## config.mk

```make
export PLATFORM = sky130hd
export DESIGN_NAME = fetch_pc_unit
export DESIGN_NICKNAME = d
export VERILOG_FILES = /design/src/rtl/fetch_pc_unit.sv
export SDC_FILE = /design/constraint.sdc
export NUM_CORES = 1
export LEC_CHECK = 0
export BUFFER_PORTS_ARGS = -buffer_cell sky130_fd_sc_hd__buf_2
export CAP_MARGIN = 10
export CORE_UTILIZATION = 53
export CTS_CLUSTER_DIAMETER = 80
export CTS_CLUSTER_SIZE = 24
export DETAILED_ROUTE_END_ITERATION = 10
export PLACE_DENSITY = 0.82
export SETUP_SLACK_MARGIN = 0.5
export SLEW_MARGIN = 10
export SYNTH_ARGS = -nofsm -noshare
export SYNTH_HDL_FRONTEND = slang
export SYNTH_SLANG_ARGS = --single-unit
```

## constraint.sdc

```tcl
create_clock -name clk -period 5.16 [get_ports clk]
set_input_delay 0.258 -clock clk [delete_from_list [all_inputs] [get_ports clk]]
set_output_delay 0.258 -clock clk [all_outputs]
set_load 0.005 [all_outputs]
```

## src/rtl/fetch_pc_unit.sv

```systemverilog
// rtl/fetch_pc_unit.sv - instruction fetch and program counter stage
module fetch_pc_unit #(
  parameter logic [31:0] RESET_PC = 32'h0000_0000
) (
  input  logic        clk,
  input  logic        reset,
  output logic        imem_req,
  output logic [31:0] imem_addr,
  input  logic        imem_ready,
  input  logic [31:0] imem_rdata,
  output logic [31:0] instr,
  output logic [5:0]  opcode,
  output logic [5:0]  funct,
  output logic        instr_valid,
  output logic [31:0] pc,
  output logic [31:0] pc_plus8,
  input  logic        use_alternative_PC,
  input  logic [1:0]  choose_alternative_PC,
  input  logic        alu_zero,
  input  logic [31:0] jr_target,
  input  logic        stall,
  output logic [31:0] instr_count,
  output logic        align_fault
);

  localparam logic [5:0] OP_JAL = 6'b000011;
  localparam logic [5:0] OP_BEQ = 6'b000100;
  localparam logic [5:0] OP_BNE = 6'b000101;

  localparam logic [1:0] SEL_BRANCH = 2'd1;
  localparam logic [1:0] SEL_JUMP   = 2'd2;
  localparam logic [1:0] SEL_JR     = 2'd3;

  typedef enum logic [1:0] {
    S_FETCH,
    S_WAIT,
    S_EXEC
  } state_t;

  state_t      state;
  logic [31:0] pc4;
  logic [31:0] jump_tgt;
  logic [31:0] br_off;
  logic [31:0] br_tgt;
  logic        br_taken;
  logic [31:0] next_pc;
  logic        jr_fault;

  assign opcode    = instr[31:26];
  assign funct     = instr[5:0];
  assign imem_addr = pc;
  assign pc_plus8  = pc + 32'd8;

  // Request and valid are gated by reset so both drop the instant reset rises.
  assign imem_req    = !reset && (state != S_EXEC);
  assign instr_valid = !reset && (state == S_EXEC);

  // Next-PC selection; JAL always jumps, otherwise the decoder's select decides.
  always_comb begin
    pc4      = pc + 32'd4;
    jump_tgt = {pc4[31:28], instr[25:0], 2'b00};
    br_off   = {{14{instr[15]}}, instr[15:0], 2'b00};
    br_tgt   = pc4 + br_off;
    br_taken = ((opcode == OP_BEQ) && alu_zero) || ((opcode == OP_BNE) && !alu_zero);
    next_pc  = pc4;
    jr_fault = 1'b0;
    if (opcode == OP_JAL) begin
      next_pc = jump_tgt;
    end else if (use_alternative_PC) begin
      case (choose_alternative_PC)
        SEL_BRANCH: next_pc = br_taken ? br_tgt : pc4;
        SEL_JUMP:   next_pc = jump_tgt;
        SEL_JR: begin
          next_pc  = {jr_target[31:2], 2'b00};
          jr_fault = |jr_target[1:0];
        end
        default:    next_pc = pc4;
      endcase
    end
  end

  // Fetch/execute sequencer; PC, counter and fault flag only move on an EXEC exit.
  always_ff @(posedge clk or posedge reset) begin
    if (reset) begin
      state       <= S_FETCH;
      pc          <= RESET_PC;
      instr       <= 32'h0;
      instr_count <= 32'h0;
      align_fault <= 1'b0;
    end else begin
      case (state)
        S_FETCH: begin
          if (imem_ready) begin
            instr <= imem_rdata;
            state <= S_EXEC;
          end else begin
            state <= S_WAIT;
          end
        end
        S_WAIT: begin
          if (imem_ready) begin
            instr <= imem_rdata;
            state <= S_EXEC;
          end
        end
        S_EXEC: begin
          if (!stall) begin
            pc          <= next_pc;
            instr_count <= instr_count + 32'd1;
            if (jr_fault) begin
              align_fault <= 1'b1;
            end
            state <= S_FETCH;
          end
        end
        default: state <= S_FETCH;
      endcase
    end
  end

endmodule

```

# ---- After elaboration in Yosys (flattened, before gate mapping)
# Cells that the tools add are included.
dict set report op_classes {
  add_sub_neg 4
  n_eq_ne 11
  n_mux 11
  bitwise_logic 1
  reduce_logical 14
}
# operator count
set ops {}
lappend ops {{$mux 32} 3}
lappend ops {{$pmux 32 s3} 1}
lappend ops {{$add 32x1->32 const B} 1}
lappend ops {{$add 32x3->32 const B} 1}
lappend ops {{$add 32x32->32} 1}
lappend ops {{$add 32x4->32 const B} 1}
lappend ops {{$eq 6x3->1 const B} 2}
lappend ops {{$eq 2x2->1 const B} 3}
lappend ops {{$eq 6x2->1 const B} 1}
lappend ops {{$mux 2} 3}
lappend ops {{$ne 2x2->1 const B} 3}
lappend ops {{$pmux 2 s3} 1}
lappend ops {{$reduce_and 2->1} 3}
lappend ops {{$eq 2x1->1 const B} 2}
lappend ops {{$logic_and 1x1->1} 4}
lappend ops {{$reduce_or 2->1} 2}
lappend ops {{$mux 1} 3}
lappend ops {{$reduce_and 3->1} 1}
lappend ops {{$logic_not 1->1} 2}
lappend ops {{$logic_not 2->1} 1}
lappend ops {{$logic_or 1x1->1} 1}
lappend ops {{$not 1->1} 1}
dict set report totals {
  register_bits 99
  inputBits 72
  output_inout_bits 175
  wordCells 46
}

# ---- Logic depth before layout (Yosys ltp)
# Gate-level depths: netlist of run 1.
dict set report logic_depth {
  ltp_word 7
  ltp_mapped 16
  depth_no_buf 15
}

# ---- Worst setup path after synthesis of run 1
# OpenSTA, ideal clock, no wires.
dict set report synth_timing {
  path_type {reg2reg}
  startpoint {register pc[4] (netlist: imem_addr[4])}
  endpoint {register pc[26] (netlist: imem_addr[26])}
  arrival_time_ns 3.477
  required_time_ns 5.031
  path_slack_ns 1.554
  path_stages_with_launch 15
  n_path_buf 0
  synth_period_minus_slack_ns 3.606
  path_cell_list {dfrtp_1 > ha_1 > nand3_2 > nor4_1 > nand2_1 > xnor2_1 > ha_1 > a21o_1 > a21o_1 > a211oi_1 > o211ai_1 > nor4b_1 > or3_1 > a31oi_1 > o21ai_0}
}
dict set report synth_between {
  elab_chain_len 6
}
# element line
set synth_rtl {}
lappend synth_rtl {{from (decl)} 15} ;# output logic [31:0] pc,
lappend synth_rtl {{from (signal assigned)} 108} ;# pc <= next_pc;
lappend synth_rtl {{$add 32x3->32 *} 60} ;# pc4 = pc + 32'd4;
lappend synth_rtl {{$add 32x32->32} 63} ;# br_tgt = pc4 + br_off;
lappend synth_rtl {{$mux 32} 71} ;# SEL_BRANCH: next_pc = br_taken ? br_tgt : pc4;
lappend synth_rtl {{$pmux 32 s3} 70} ;# case (choose_alternative_PC)
lappend synth_rtl {{$mux 32 *} 69} ;# end else if (use_alternative_PC) begin
lappend synth_rtl {{$mux 32 *} 67} ;# if (opcode == OP_JAL) begin
# Mark *: on every way between the ends. The rest lies on a longest branch, timed or not.
# A chain may end at the register's enable or synchronous reset.

# ---- Worst setup path in the final report of run 1
# Same ends and word-level chain as after synthesis.

==> out/summary.txt, run 1 <==
Post-synth ARST share -> 100%
Worst Tran Pin Value -> 1290 ps
DIE HEIGHT -> 127 um
Hold depth -> 2
Final Skew -> 11.4 ps
DRT iter0 DRCs -> 597
Cell area after synthesis -> 8300 um2
Logic pwr share -> 55.4%
Max-Cap Viols -> 0
Number of CTS-inserted buffers -> 9
Mean area per synthesized cell -> 8.50 um2
Register area share after synthesis -> 29.2%
Wire length per cell -> 19.3 um
Die width -> 127 um
CTS tree -> yes
R2r worst-path depth -> 14
P_int -> 2480 uW
Vias in the first global route -> 7,677
Die footprint -> 16,200 um2
Clock Path Buffers -> 2
Synth warnings -> 0
Total Routing Usage GR -> 32.7%
Hold wc startpoint -> imem_ready
I/O pin cnt -> 247
Predominant post-synthesis flop cell -> dfrtp_1
Yosys reg bits -> 97
Post-DP Area -> 9290 um2
Final setup fails -> 0
Hold Fails Final Rpt -> 0
Antenna cells -> 0
GRT overflow -> 0
Critical Path RT -> 5400 ps
Highest clock rate -> 233 MHz
Fillers -> 1,361
Post-detail-place hpwl -> 19,200 um
VDD IR max -> 0.000230 V
Setup bufs post-CTS -> 0
Critical R2R Launch -> imem_addr[4]$_DFFE_PP0P_
CP peak stage delay -> 750 ps
Number of flops mapped to enable cells by yosys -> 0
Routed wire length -> 26,200 um
Largest net degree at the start of global routing -> 63
Hold EP -> state[0]$_DFFE_PP0P_
Final Critical Period -> 4290 ps
Mapped Cells -> 976
Clock share of power -> 16.1%
DR vias -> 8,132
Sequential share of power -> 28.6%
Placer congestion estimate -> 0.966
Area delta synth->final -> 15.9%
Critical path class -> reg -> reg
Power per cell area -> 481 nW/um2
Worst path cell trace -> ha_1 -> nand3_2 -> nor4_1 -> nand2_1 -> xnor2_1 -> ha_1 -> a21o_1 -> a21o_1 -> a211oi_1 -> o211ai_1 -> nor4b_1 -> or3_1 -> a31oi_1 -> o21ai_0
Initial core utilization -> 54.4%
Final antenna-violating net count -> 0
Port bufs -> 240
Nets@finish -> 1,252
Sw Ratio -> 46.4%
Tcrit/Tclk final -> 83.2%
Iteration count of the initial detailed-routing pass -> 7
Rel. slew slack -> 12.9%
Hold Path Class -> in -> reg
# clock sinks -> 97
Status -> finished, final reports clean
FF-to-FF End -> imem_addr[26]$_DFFE_PP0P_
DRC Markers -> 0
P_leak -> 0.00459 uW
Yosys cell types -> 78
Core area -> 15,300 um2
Worst-path clk slew -> 80 ps
Worst setup SP type -> flip-flop
Final Instance Area -> 9620 um2
Initial antenna violation count -> 1
Setup Total Neg Slack -> 0 ps
Endpoint class of the critical path -> flip-flop
Crit path max fanout -> 9
First-pass GRT wire length -> 41,100 um
Clock root cell -> clkbuf_16
RSZ-0062 raised after global routing -> no
Data arrival, critical path -> 4540 ps
Reg-to-reg slack, setup -> 870 ps
H-tree depth -> 3
Site Rows -> 45
Layout cells sized above 1 -> 30.0%
P_sw -> 2150 uW
Worst-Skew Late Latency -> 370 ps
Slowest CP cell -> nor4_1
DR vias/cell -> 5.98
Slew Limit Fails -> 0
## power groups by stage
stage / clock network (uW) / logic (uW) / registers [uW]
after CTS: 749 / 2530 / 1310
after detailed placement: 0 / 2510 / 1320
after global placement: 0 / 2520 / 1320
after floorplan: 0 / 1940 / 1180
after global routing: 779 / 2820 / 1350
final: 744 / 2560 / 1320
## cell usage in the layout (no fill, tap or decap), drive strengths merged, types with 4 or more instances in the layout
cell type / Yosys / final
buf: 64 / 248
nand2: 104 / 104
dfrtp: 97 / 97
nor2: 84 / 84
xnor2: 71 / 71
o21ai: 62 / 62
mux2: 49 / 49
a21oi: 47 / 47
nand3: 42 / 42
ha: 36 / 36
xor2: 31 / 31
nand4: 25 / 25
inv: 18 / 22
a21o: 20 / 20
nor3: 18 / 18
a31oi: 12 / 12
a211oi: 11 / 11
or3: 10 / 10
mux2i: 10 / 10
a221oi: 10 / 10
and3: 9 / 9
clkbuf: 34 / 9
or2: 7 / 7
o31ai: 7 / 7
o211ai: 7 / 7
o21a: 6 / 6
a221o: 6 / 6
conb: 1 / 6
nor2b: 6 / 6
nand2b: 5 / 5
o221ai: 5 / 5
nor4: 5 / 5
o22ai: 4 / 4
o21bai: 4 / 4
and2: 4 / 4
and4: 4 / 4
nor3b: 4 / 4
## stage by stage
stage	total power, uW	std cells	utilization, %	hold WS (ps)	setup slack [ps]
2_1_floorplan	3130	981	-	319	1550
3_3_place_gp	3840	1342	60.9	333	1080
3_5_place_dp	3840	1342	60.9	343	935
4_1_cts	4590	1359	63.1	44.3	890
5_1_grt	4960	1359	63.1	57.3	624
6_report	4630	1359	63.1	50.2	866
## state kept, by name (all words and copies together) (netlist names)
register	flops
state	2
imem_addr	30
instr_count	32
instr	32
align_fault	1
## worst max-delay path, delay by kind of cell (launching register included)
family / cells / cell delay (ps)
fa+ha+maj: 2 / 590
simple gates: 5 / 1750
compound gates: 6 / 1050
flops: 1 / 510
xor+xnor: 1 / 260
## cell type report
cell class	instances	area, um2	share of cell area, %
multi-input combinational	768	5270	54.8
sequential	97	2430	25.2
timing repair buffer	249	1270	13.2
tap	211	264	2.74
clock buffer	9	225	2.34
clock inverter	7	95.1	0.988
inverter	18	70.1	0.728
## cell families after synthesis
kind of cell / Yosys count / share of synthesized area [%]
adder cells (fa/ha/maj): 37 / 5.67
AO/OA/AOI/OAI: 225 / 17.7
other: 1 / 0.0452
flip-flops: 97 / 29.2
XOR/XNOR: 102 / 10.8
AND/OR/NAND/NOR: 339 / 21.0
buffers and inverters: 116 / 7.66
multiplexers: 59 / 7.90
## what timing repair did
action                                 4_1_cts  5_1_grt
resized for setup                            0        0
hold buffers                                 1        0
endpoints found under the hold margin       35        0
## cell usage after synthesis, types with 4 or more instances
master	count	area (um2)
clkbuf_1	33	124
nand2_1	103	387
ha_1	36	450
a31oi_1	12	75.1
mux2i_1	10	100
o21ai_0	59	295
dfrtp_1	97	2430
nor3_1	17	85.1
o21a_1	6	45.0
mux2_2	48	541
o211ai_1	7	52.6
nand2b_1	5	31.3
or2_2	7	43.8
o221ai_1	5	43.8
nand3_1	40	200
o22ai_1	4	25.0
and3_1	9	56.3
xor2_1	31	272
or3_1	10	62.6
and2_1	4	25.0
nand4_1	22	138
a211oi_1	11	82.6
o31ai_1	7	52.6
xnor2_1	71	622
o21bai_1	4	30.0
a21oi_1	47	235
a21o_1	20	150
nor2b_1	6	37.5
nor2_1	80	300
a221o_1	6	60.1
buf_4	49	368
inv_1	18	67.6
buf_2	12	60.1
a221oi_1	9	78.8
## per-layer routing
metal	vias up	wire length, um	global-route usage (%)
met5	-	16	0
met2	382	12500	53.6
met3	65	1940	5.36
met4	2	728	14.1
li1	3803	-	-
met1	3880	11000	42.8
## worst max-delay path by stage
stage                              from                   endpoint  slack [ps]  cells after the start
2_1_floorplan  imem_addr[4]$_DFFE_PP0P_  imem_addr[26]$_DFFE_PP0P_        1550                     14
3_3_place_gp   imem_addr[4]$_DFFE_PP0P_  imem_addr[30]$_DFFE_PP0P_        1080                     13
3_5_place_dp   imem_addr[4]$_DFFE_PP0P_  imem_addr[26]$_DFFE_PP0P_         940                     14
4_1_cts        imem_addr[4]$_DFFE_PP0P_  imem_addr[26]$_DFFE_PP0P_         890                     14
5_1_grt        imem_addr[4]$_DFFE_PP0P_  imem_addr[26]$_DFFE_PP0P_         620                     14
6_report       imem_addr[4]$_DFFE_PP0P_  imem_addr[26]$_DFFE_PP0P_         870                     14
(Power assumes the default switching activity.)
==> inputs of run 2 (changes only) <==
CORE_UTILIZATION = 48   (was 53)
PLACE_DENSITY = 0.78   (was 0.82)
clock period = 3.5 ns   (was 5.16 ns; I/O delays follow)
==> run 2 against run 1 <==
Clock power grew 48%. Non-clock buffer count grew 108. Fmax grew 25%.
==> out/summary.txt, run 2 (synthesis gave the netlist of run 1 again) <==
Power per cell area -> 753 nW/um2
Die footprint -> 17,800 um2
Non-Filler Instances -> 1,477
P_leak -> 0.00537 uW
Final Critical Period -> 3430 ps
Grt peak-use layer -> met2
Logic pwr share -> 65.9%
Layout cells sized above 1 -> 44.8%
Worst setup SP type -> flip-flop
Slew Limit Fails -> 0
DRC Markers -> 0
H-tree depth -> 3
DRT iter0 DRCs -> 754
Clock share of power -> 13.0%
Site Rows -> 47
DIE HEIGHT -> 133 um
Final Skew -> 12.3 ps
Final setup fails -> 0
Nets@finish -> 1,360
Crit path max fanout -> 5
Worst Tran Pin Value -> 1170 ps
DR vias -> 8,879
Commonest cells after routing, fill and taps aside -> buf_2 (240), buf_4 (109), nand2_1 (95)
Number of CTS-inserted buffers -> 9
Initial core utilization -> 49.5%
RSZ-0062 raised after global routing -> yes
Max-Cap Viols -> 0
Rel. slew slack -> 21.6%
Sw Ratio -> 45.5%
Post-route setup slack -> 72.0 ps
Met3 usage -> 4.98%
Overall Power -> 8490 uW
Met2 GRT Util -> 52.5%
Endpoint class of the critical path -> flip-flop
Routed wire length -> 30,200 um
Worst-path clk slew -> 80 ps
First-pass GRT wire length -> 44,400 um
Core Util, Final -> 67.3%
Critical Path RT -> 3760 ps
Hold Path Class -> in -> reg
Iteration count of the initial detailed-routing pass -> 5
P_int -> 4630 uW
Post-detail-place hpwl -> 21,200 um
Data arrival, critical path -> 3690 ps
CTS tree -> yes
Cell count after placement -> 1,421
Die width -> 133 um
Largest net degree at the start of global routing -> 48
Vias in the first global route -> 8,349
Critical path class -> reg -> reg
Wire length per cell -> 20.4 um
Final antenna-violating net count -> 0
Tcrit/Tclk final -> 97.9%
Clock Path Buffers -> 2
GRT overflow -> 0
Status -> finished, final reports clean
Worst-Skew Late Latency -> 370 ps
Total Routing Usage GR -> 32.2%
Pre-CTS setup slack -> 18.3 ps
Hold Fails Final Rpt -> 0
DR vias/cell -> 6.01
I/O pin cnt -> 247
Area of the multi-input gates -> 6060 um2
P_sw -> 3870 uW
Clock root cell -> clkbuf_16
Port bufs -> 240
Highest clock rate -> 292 MHz
Sequential share of power -> 21.2%
VDD IR max -> 0.000385 V
Met1 usage -> 41.4%
Placer congestion estimate -> 0.989
# clock sinks -> 97
Fillers -> 1,336
Initial antenna violation count -> 1
Core area -> 16,800 um2
Commonest non-fill, non-tap cell in the layout -> buf_2
FF+latch area -> 2430 um2
Area delta synth->final -> 35.9%
==> run 2: cell count changes in the layout (fill, tap and decap cells not counted), moves of 14 or more <==
cell	previous run	this run
o21ai_0	59	45
xnor2_2	0	17
xnor2_1	71	54
a21oi_1	47	33
buf_4	8	109
==> run 2: cell type report <==
| cell class | count | share of cell area, % |
|---|---|---|
| timing repair buffer | 357 | 18.8 |
| multi-input combinational | 768 | 53.7 |
| clock inverter | 7 | 0.854 |
| antenna | 1 | 0.0222 |
| tap | 220 | 2.44 |
| inverter | 18 | 0.621 |
| sequential | 97 | 21.6 |
| clock buffer | 9 | 2.00 |
==> run 2: per-layer routing <==
metal | routed length [um] | vias to the layer above
li1 | - | 4022
met1 | 12200 | 4252
met5 | 0 | -
met4 | 1410 | 0
met3 | 2300 | 121
met2 | 14200 | 484
==> run 2: final timing paths <==
kind	startpoint	end	slack [ps]	cells past startpoint
setup / recovery	imem_addr[3]$_DFFE_PP0P_	imem_addr[27]$_DFFE_PP0P_	70	16
hold / removal	imem_rdata[1]	instr[1]$_DFFE_PP0P_	7	3
setup reg to reg	imem_addr[3]$_DFFE_PP0P_	imem_addr[27]$_DFFE_PP0P_	70	16
hold reg to reg	instr_count[31]$_DFFE_PP0P_	instr_count[31]$_DFFE_PP0P_	460	1
max in group asynchronous	reset	imem_addr[16]$_DFFE_PP0P_	2180	4
min in group asynchronous	reset	instr_count[14]$_DFFE_PP0P_	470	3
==> run 2: critical path, stage by stage, from the launching register on <==
cell and delay [ps]:
dfrtp_2 400, buf_6 110, ha_4 130, nand4_1 160, nor2_4 250, buf_6 130
nand3_4 130, xnor2_2 200, ha_1 320, a21o_1 180, a21o_1 160, a221o_1 360
nor2b_4 160, a211oi_4 270, o31ai_1 130, a31oi_1 160, o21ai_1 70
==> run 2: timing repair <==
item / in CTS / in global routing
hold buffers: 2 / 0
gates resized for setup: 58 / 80
pin swaps: 27 / 70
endpoints found under the setup margin: 19 / 25
cloned: 0 / 0
buffers inserted: 19 / 18
endpoints found under the hold margin: 45 / 0
==> run 2: per-stage QoR <==
stage / hold WS (ps) / TNS [ps] / cell area [um2]
finish: 7.49 / 0 / 11300
detailed placement: 308 / 0 / 9950
CTS: 1.82 / 0 / 10700
global route: 13.3 / -76.9 / 11300
floorplan: 236 / 0 / 8470
global placement: 300 / 0 / 9950
==> run 2: power groups by stage <==
stage          clock (uW)  combinational [uW]  sequential, uW
2_1_floorplan           0                3000            1760
3_3_place_gp            0                4360            1790
3_5_place_dp            0                4400            1800
4_1_cts              1110                4920            1780
5_1_grt              1140                5980            1830
6_report             1100                5590            1800
==> inputs of run 3 (changes only) <==
CELL_PAD_IN_SITES_DETAIL_PLACEMENT = 2   (was default)
CELL_PAD_IN_SITES_GLOBAL_PLACEMENT = 2   (was default)
CORE_UTILIZATION = 28   (was 48)
PLACE_DENSITY = 0.79   (was 0.78)
==> run 3 against run 2 <==
The run now ends with negative setup slack left. Global-route usage is 5.8 points lower. Core utilization down 26 points. Via count rose by 8.4%. Sequential share of layout area is 1.2 points lower. Count of clock-buffer cells in the layout unchanged. Hold slack gained 8.4 ps. Critical path depth fell by 1. Non-clock buffer count grew 30. Clock power about the same. Critical path type unchanged. Highest routed layer unchanged.
==> out/summary.txt, run 3 (synthesis gave the netlist of run 1 again) <==
Critical path class -> reg -> reg
Met1 usage -> 32.2%
Fillers -> 3,173
Clock root cell -> clkbuf_16
Hold wc startpoint -> imem_rdata[13]
Hold depth -> 2
Worst Tran Pin Value -> 1010 ps
Critical Path RT -> 3810 ps
Tcrit/Tclk final -> 108%
Status -> finished, violations left
Wire length per cell -> 27.6 um
VDD IR max -> 0.000282 V
P_leak -> 0.00550 uW
H-tree depth -> 3
Placer congestion estimate -> 0.901
Largest net degree at the start of global routing -> 41
DIE HEIGHT -> 174 um
Core Util, Final -> 41.3%
Max-Cap Viols -> 0
Post-DP Area -> 10,200 um2
Commonest cells after routing, fill and taps aside -> buf_2 (240), buf_4 (133), nand2_1 (95)
Site Rows -> 62
Core area -> 28,900 um2
Failing checks -> negative setup slack
Slew Limit Fails -> 0
Worst-path clk slew -> 90 ps
Die footprint -> 30,300 um2
R2r worst-path depth -> 15
Final Critical Period -> 3770 ps
Layout cells sized above 1 -> 48.4%
Reg-to-reg slack, setup -> -270 ps
Critical R2R Launch -> imem_addr[3]$_DFFE_PP0P_
Final Skew -> 15.4 ps
Die width -> 174 um
Post-route setup slack -> -265 ps
Power per cell area -> 817 nW/um2
Met2 GRT Util -> 46.9%
Final antenna-violating net count -> 0
Overall Power -> 9770 uW
Iteration count of the initial detailed-routing pass -> 5
Area delta synth->final -> 44.0%
Worst setup SP type -> flip-flop
RSZ-0062 raised after global routing -> yes
Worst-Skew Late Latency -> 390 ps
Hold EP -> instr[13]$_DFFE_PP0P_
Hold Fails Final Rpt -> 0
Grt peak-use layer -> met2
Vias in the first global route -> 9,960
DR vias/cell -> 5.76
Final Instance Area -> 12,000 um2
Port bufs -> 240
Initial core utilization -> 28.7%
Endpoint class of the critical path -> flip-flop
Initial antenna violation count -> 2
DR vias -> 9,629
Final setup fails -> 15
Crit path max fanout -> 8
Clock Path Buffers -> 2
# clock sinks -> 97
FF-to-FF End -> imem_addr[26]$_DFFE_PP0P_
Met3 usage -> 4.00%
Highest clock rate -> 266 MHz
Routed wire length -> 46,100 um
DRT iter0 DRCs -> 670
CTS tree -> yes
Pre-CTS setup slack -> -360 ps
GRT overflow -> 0
Number of CTS-inserted buffers -> 9
Post-detail-place hpwl -> 28,600 um
Commonest non-fill, non-tap cell in the layout -> buf_2
Hold Path Class -> in -> reg
Total Routing Usage GR -> 26.4%
Data arrival, critical path -> 4070 ps
DRC Markers -> 0
Nets@finish -> 1,390
I/O pin cnt -> 247
First-pass GRT wire length -> 61,400 um
Rel. slew slack -> 32.4%
run 3: area by class of cell:
cell class / instances / area [um2] / share of cell area [%]
multi-input cells: 768 / 6310 / 52.8
flip-flops and latches: 97 / 2430 / 20.4
repair buffers: 387 / 2360 / 19.7
well taps: 384 / 480 / 4.02
diodes: 1 / 2.50 / 0.0209
inverters: 18 / 70.1 / 0.586
clock inverters: 7 / 72.6 / 0.607
clock buffers: 9 / 225 / 1.88
run 3: layer usage:
layer	routed length [um]	part of all wire (%)
met2	22900	50
met1	18200	40
met3	2640	5.7
met4	2350	5.1
met5	0	0
run 3: report_power, final:
part / switching, uW / total, uW / internal, uW
Clock: 567 / 1070 / 506
Sequential: 486 / 1870 / 1380
Combinational: 3740 / 6820 / 3090
run 3: worst max-delay path by stage:
stage / cells after the start / start / slack (ps) / to
global route: 15 / imem_addr[3]$_DFFE_PP0P_ / -400 / imem_addr[26]$_DFFE_PP0P_
finish: 15 / imem_addr[3]$_DFFE_PP0P_ / -270 / imem_addr[26]$_DFFE_PP0P_
CTS: 15 / imem_addr[3]$_DFFE_PP0P_ / -20 / imem_addr[26]$_DFFE_PP0P_
detailed placement: 13 / imem_addr[13]$_DFFE_PP0P_ / -360 / imem_addr[28]$_DFFE_PP0P_
global placement: 13 / imem_addr[13]$_DFFE_PP0P_ / -150 / imem_addr[31]$_DFFE_PP0P_
floorplan: 15 / imem_addr[2]$_DFFE_PP0P_ / 340 / imem_addr[26]$_DFFE_PP0P_
run 3: per-stage QoR:
stage	std cells	hold slack (ps)	TNS (ps)
final	1671	15.9	-1790
after CTS	1640	19.2	-21.2
after global routing	1671	19.5	-3470
after global placement	1594	288	-519
after detailed placement	1594	292	-2250
after floorplan	981	236	0
run 3: timing repair:
action | CTS | global route
hold buffers | 2 | 0
resized for setup | 101 | 92
pin swaps | 57 | 61
setup endpoints to repair | 23 | 25
setup buffers | 28 | 30
hold endpoints to repair | 36 | 0
run 3: critical path: stages (launching register included):
cell and delay (ps):
dfrtp_2 440, ha_4 170, nand3_4 170, nor4_4 290, buf_4 180, buf_4 100, nand4_1 160, xnor2_2 290
ha_4 290, a211oi_2 260, o211ai_1 150, nor4b_2 180, buf_4 150, o21ai_0 470, a31oi_2 220, o21ai_1 160
